--- src/rtl/irq_nest_ctrl.sv ---
// Nested interrupt controller: edge/level ISR capture, per-depth masks,
// return-address stack and a registered trap handshake FSM.
module irq_nest_ctrl #(
  parameter int IRQ_COUNT  = 32,
  parameter int DEPTH_BITS = 4
) (
  input  logic                 clk,
  input  logic                 reset_n,
  input  logic [IRQ_COUNT-1:0] irq,
  input  logic                 strobe,
  input  logic                 rw,
  input  logic [3:0]           addr,
  input  logic [31:0]          wdata,
  output logic [31:0]          rdata,
  output logic                 rvalid,
  output logic                 trap,
  output logic [4:0]           vector,
  input  logic                 ack,
  output logic                 halt,
  output logic                 err
);

  localparam int N = IRQ_COUNT;
  localparam int MAX_DEPTH = 2**DEPTH_BITS;

  typedef enum logic [1:0] {
    IDLE,
    TRAP,
    WAIT
  } state_t;

  state_t state;

  logic [N-1:0] isr;
  logic [N-1:0] mode;
  logic [N-1:0] irq_q;
  logic [N-1:0] imr [MAX_DEPTH];
  logic [31:0]  ret [MAX_DEPTH];
  logic [DEPTH_BITS-1:0] depth;

  logic wr_req;
  logic rd_req;
  logic wr_isr;
  logic wr_imr;
  logic wr_mode;
  logic wr_ctrl;
  logic push;
  logic pop;
  logic at_top;
  logic at_bot;
  logic [DEPTH_BITS-1:0] up;
  logic [DEPTH_BITS-1:0] dn;
  logic [N-1:0] wmask;
  logic [N-1:0] clr;
  logic [N-1:0] rise;
  logic [N-1:0] pending;
  logic [4:0]   first;
  logic [31:0]  rmux;

  assign wr_req  = strobe & rw;
  assign rd_req  = strobe & ~rw;
  assign wr_isr  = wr_req && addr == 4'h0;
  assign wr_imr  = wr_req && addr == 4'h1;
  assign push    = wr_req && addr == 4'h2;
  assign wr_mode = wr_req && addr == 4'h3;
  assign wr_ctrl = wr_req && addr == 4'hF;
  assign pop     = rd_req && addr == 4'h2;

  assign at_top = depth == DEPTH_BITS'(MAX_DEPTH - 1);
  assign at_bot = depth == '0;
  assign up     = depth + DEPTH_BITS'(1);
  assign dn     = depth - DEPTH_BITS'(1);

  assign wmask   = wdata[N-1:0];
  assign clr     = wr_isr ? wmask : '0;
  assign rise    = irq & ~irq_q;
  assign pending = isr & imr[depth];

  // Descending scan so the lowest set index is the last one written.
  always_comb begin
    first = '0;
    for (int i = N - 1; i >= 0; i--) begin
      if (pending[i]) first = 5'(i);
    end
  end

  always_comb begin
    rmux = '0;
    case (addr)
      4'h0:    rmux = 32'(isr);
      4'h1:    rmux = 32'(imr[depth]);
      4'h2:    rmux = at_bot ? '0 : ret[depth];
      4'h3:    rmux = 32'(mode);
      4'h4:    rmux = 32'(depth);
      4'h5:    rmux = 32'(vector);
      4'hF:    rmux = {30'b0, err, halt};
      default: rmux = '0;
    endcase
  end

  always_ff @(posedge clk) begin
    if (!reset_n) begin
      state  <= IDLE;
      isr    <= '0;
      mode   <= '0;
      irq_q  <= '0;
      depth  <= '0;
      trap   <= 1'b0;
      vector <= '0;
      rdata  <= '0;
      rvalid <= 1'b0;
      halt   <= 1'b0;
      err    <= 1'b0;
      for (int i = 0; i < MAX_DEPTH; i++) begin
        imr[i] <= '0;
        ret[i] <= '0;
      end
    end else begin
      irq_q <= irq;
      // Edge bits: a new edge beats a same-cycle clear. Level bits follow irq_q.
      isr <= (mode & ((isr & ~clr) | rise)) | (~mode & irq_q);

      if (wr_mode) mode <= wmask;
      if (wr_imr) imr[depth] <= wmask;

      if (push) begin
        if (at_top) begin
          err <= 1'b1;
        end else begin
          ret[up] <= wdata;
          imr[up] <= '0;
          depth   <= up;
        end
      end

      if (pop) begin
        if (at_bot) err <= 1'b1;
        else        depth <= dn;
      end

      if (wr_ctrl) begin
        halt <= wdata[0];
        if (wdata[1]) err <= 1'b0;
      end

      rvalid <= rd_req;
      rdata  <= rd_req ? rmux : '0;

      case (state)
        IDLE: begin
          if (|pending) begin
            state  <= TRAP;
            trap   <= 1'b1;
            vector <= first;
          end
        end
        TRAP: begin
          if (ack) begin
            state <= WAIT;
            trap  <= 1'b0;
          end
        end
        WAIT: begin
          if (push) state <= IDLE;
        end
        default: begin
          state <= IDLE;
          trap  <= 1'b0;
        end
      endcase
    end
  end

endmodule

--- config.mk ---
export PLATFORM = sky130hd
export DESIGN_NAME = irq_nest_ctrl
export DESIGN_NICKNAME = d
export VERILOG_FILES = /design/src/rtl/irq_nest_ctrl.sv
export SDC_FILE = /design/constraint.sdc
export NUM_CORES = 2
export LEC_CHECK = 0
export ABC_AREA = 0
export ABC_CLOCK_PERIOD_IN_PS = 12200
export BUFFER_PORTS_ARGS = -buffer_cell sky130_fd_sc_hd__buf_2
export CAP_MARGIN = 0
export CELL_PAD_IN_SITES_DETAIL_PLACEMENT = 1
export CELL_PAD_IN_SITES_GLOBAL_PLACEMENT = 2
export CORE_UTILIZATION = 40
export DETAILED_ROUTE_END_ITERATION = 8
export PLACE_DENSITY = 0.73
export SLEW_MARGIN = 20
export SYNTH_ARGS = -nofsm -noshare
export SYNTH_HDL_FRONTEND = slang
export SYNTH_SLANG_ARGS = --single-unit
--- constraint.sdc ---
create_clock -name clk -period 12.2 [get_ports clk]
set_input_delay 0 -clock clk [delete_from_list [all_inputs] [get_ports clk]]
set_output_delay 0 -clock clk [all_outputs]
set_load 0.05 [all_outputs]
==> out/metrics.cfg <==
[status]
run_status=completed

[cts]
clk_transition_reported_paths_ns=0.06
htreeDepth=4
cts_tree=done
clockBufferDepth=3
cts_buffers=133
cts.sinks=1167
root_buffer=clkbuf_16
cts_setup_buffers=0
clk-insertion-delay-late_ns=0.77

[route]
vias_per_cell=5.80
routed_wirelength_um=176000
vias=32600
drt-initial-drc-count=3530
wl_per_cell_um=31.3
drtPass1Iterations=5
drcViolationCount=0
antenna_left=0

[global_route]
grt_util_all_layers_pct=27.0
grt_pass1_vias=33400
grt_overflow_total=0
grt_max_degree=133
grt_pass1_wl_um=250000
grt_antenna_before_repair=26

[setup_path]
end_kind=register
rr_worst_depth=11
worst_setup_path_start_kind=register
cp_data_required_time_ns=12.86
worstPathArrival_ns=7.22
crit_type=reg2reg
worst-path-max-fanout=50

[synth]
netlist_area_um2=51800
syn_inst=3716
synth_edf_count=1024
avgSynthCellArea_um2=13.9
ys_warn_count=0
ys.flop_type=edfxtp_1
synth_seq_area_share_pct=64.9
ys_seq_elements=1167
async_flop_share_pct=0
ys_types=71
synthesis.nets=3795

[power]
leakage_nw=21.2
peakVddDrop_uv=142
p_per_area_nw_per_um2=152

[sta]
min_period_ns=6.56
skew_ns=0.0300
hold_violations=0
finalSetupViolCount=0
whs_ns=0.0485
slew_viol_final=0
fin_crit_sh_pct=53.8
tightest_slew_ns=1.18
rsz0062_at_grt=no
fmax_mhz=152
max-slew-margin-rel_pct=20.8
setup-tns-final_ns=0

[cells_and_area]
areaGrowthSynthToFinish_pct=14.3
final_layout_size_suffix_gt1_share_pct=19.4
final_cell_mix=edfxtp_1, nor2_1, and2_1
fin_nets=3853
final_common_cell=edfxtp_1

[place]
io_buffers=113
gp_congestion=0.865
dp_hpwl_um=107000

[hold_path]
min_path_type=in2reg
min_path_cells=3

[floorplan]
dieArea_um2=131000
die_w_um=362
die_h_um=362
start_util_pct=40.5
rows=131
core-area_um2=128000
io_pins=114

[job]
maxCapViolCount=0

[sequential cells by signal, summed over array words and instances (netlist names)]
name    count
irq_q      32
isr        32
state       2
rvalid      1
imr       512
halt        1
depth       4
err         1
trap        1
mode       32
rdata      32
ret       512
vector      5
[power breakdown]
| group | switching (W) | internal [W] |
|---|---|---|
| logic | 0.000354 | 0.000146 |
| clock network | 0.00168 | 0.00229 |
| registers | 0.0000559 | 0.00446 |
| total | 0.00209 | 0.00690 |
[worst max-delay path, stage by stage (launching register included)]
cell and delay [ns]:
dfxtp_4 0.85, buf_4 0.84, buf_4 0.71, buf_4 0.81, mux4_2 0.60, mux2_2 0.35
a2bb2oi_1 0.33, or4bb_1 0.55, nand4bb_1 0.30, o41ai_4 0.59, a2111oi_1 0.15, a31o_1 0.22
[per-layer routing]
metal	global-route usage, %	up-vias	part of all wire (%)
met1	35.8	17400	41
li1	-	13800	-
met5	0	-	0.051
met2	44.7	1170	49
met3	4.68	224	7.1
met4	9.00	14	3.1
[cell families (layout without fill, tap and decap cells)]
logic type                 Yosys count  count (layout)  synth area share, %
adders and majority gates            6               6                0.145
muxes                              345             345                 14.0
buffers and inverters              350             515                 2.80
AOI/OAI and AO/OA                  329             329                 3.89
DFF                               1167            1167                 64.9
other                                0               7                    0
xor gates and xnor gates             6               6                0.101
and+or+nand+nor                   1513            1513                 14.2
[timing repair]
item,4_1_cts,5_1_grt
hold endpoints to repair,628,0
endpoints found under the setup margin,0,0
resized for setup,0,0
hold buffers,88,0
[synth_stat cells, drive strengths merged, types with 4 or more instances]
master   instances  share of area (%)
a21o             4              0.058
a21oi          145                1.4
a221oi           5              0.085
a22o            14               0.24
a22oi           25               0.37
a31o             4              0.068
a31oi            4              0.048
and2           426                5.1
and3           138                1.7
buf             53               0.65
clkbuf         288                2.1
dfxtp          143                5.5
edfxtp        1024                 59
ha               6               0.14
inv              8              0.058
mux2            17               0.38
mux2i           29               0.56
mux4           299                 13
nand2          261                1.9
nand2b          13               0.16
nand3           14               0.14
nor2           591                4.3
nor2b           46               0.56
nor3             6              0.058
o211ai          16               0.23
o21ai           71               0.69
o22ai            5              0.060
o2bb2ai          4              0.080
o31ai            6              0.087
xnor2            5              0.085
[metrics by stage]
stage / std cells / cell area [um^2] / utilization (%) / setup slack, ns / power [W]
after floorplan: 3716 / 51800 / - / 7.29 / 0.00484
after global placement: 5277 / 54000 / 42.1 / 5.74 / 0.00507
after detailed placement: 5278 / 54000 / 42.2 / 5.65 / 0.00508
after CTS: 5608 / 59100 / 46.2 / 5.63 / 0.00904
after global routing: 5611 / 59200 / 46.2 / 5.36 / 0.00920
final: 5617 / 59200 / 46.3 / 5.64 / 0.00899
[final timing paths]
| kind | slack (ns) | startpoint | to |
|---|---|---|---|
| worst max-delay path | 5.64 | depth[1] | vector[2] |
| worst min-delay path | 0.05 | irq[26] | irq_q[26] |
| worst max register to register | 5.64 | depth[1] | vector[2] |
| worst min register to register | 0.48 | mode[15] | isr[15] |
[layout make-up]
class	instances	area [um^2]
inverter	9	35.0
timing repair buffer	264	1980
fill	12700	68800
multi-input combinational	2199	17100
clock inverter	61	514
sequential	1167	33600
tap	1729	2160
antenna	7	17.5
clock buffer	181	3750
Power figures use the tool's default switching activity.
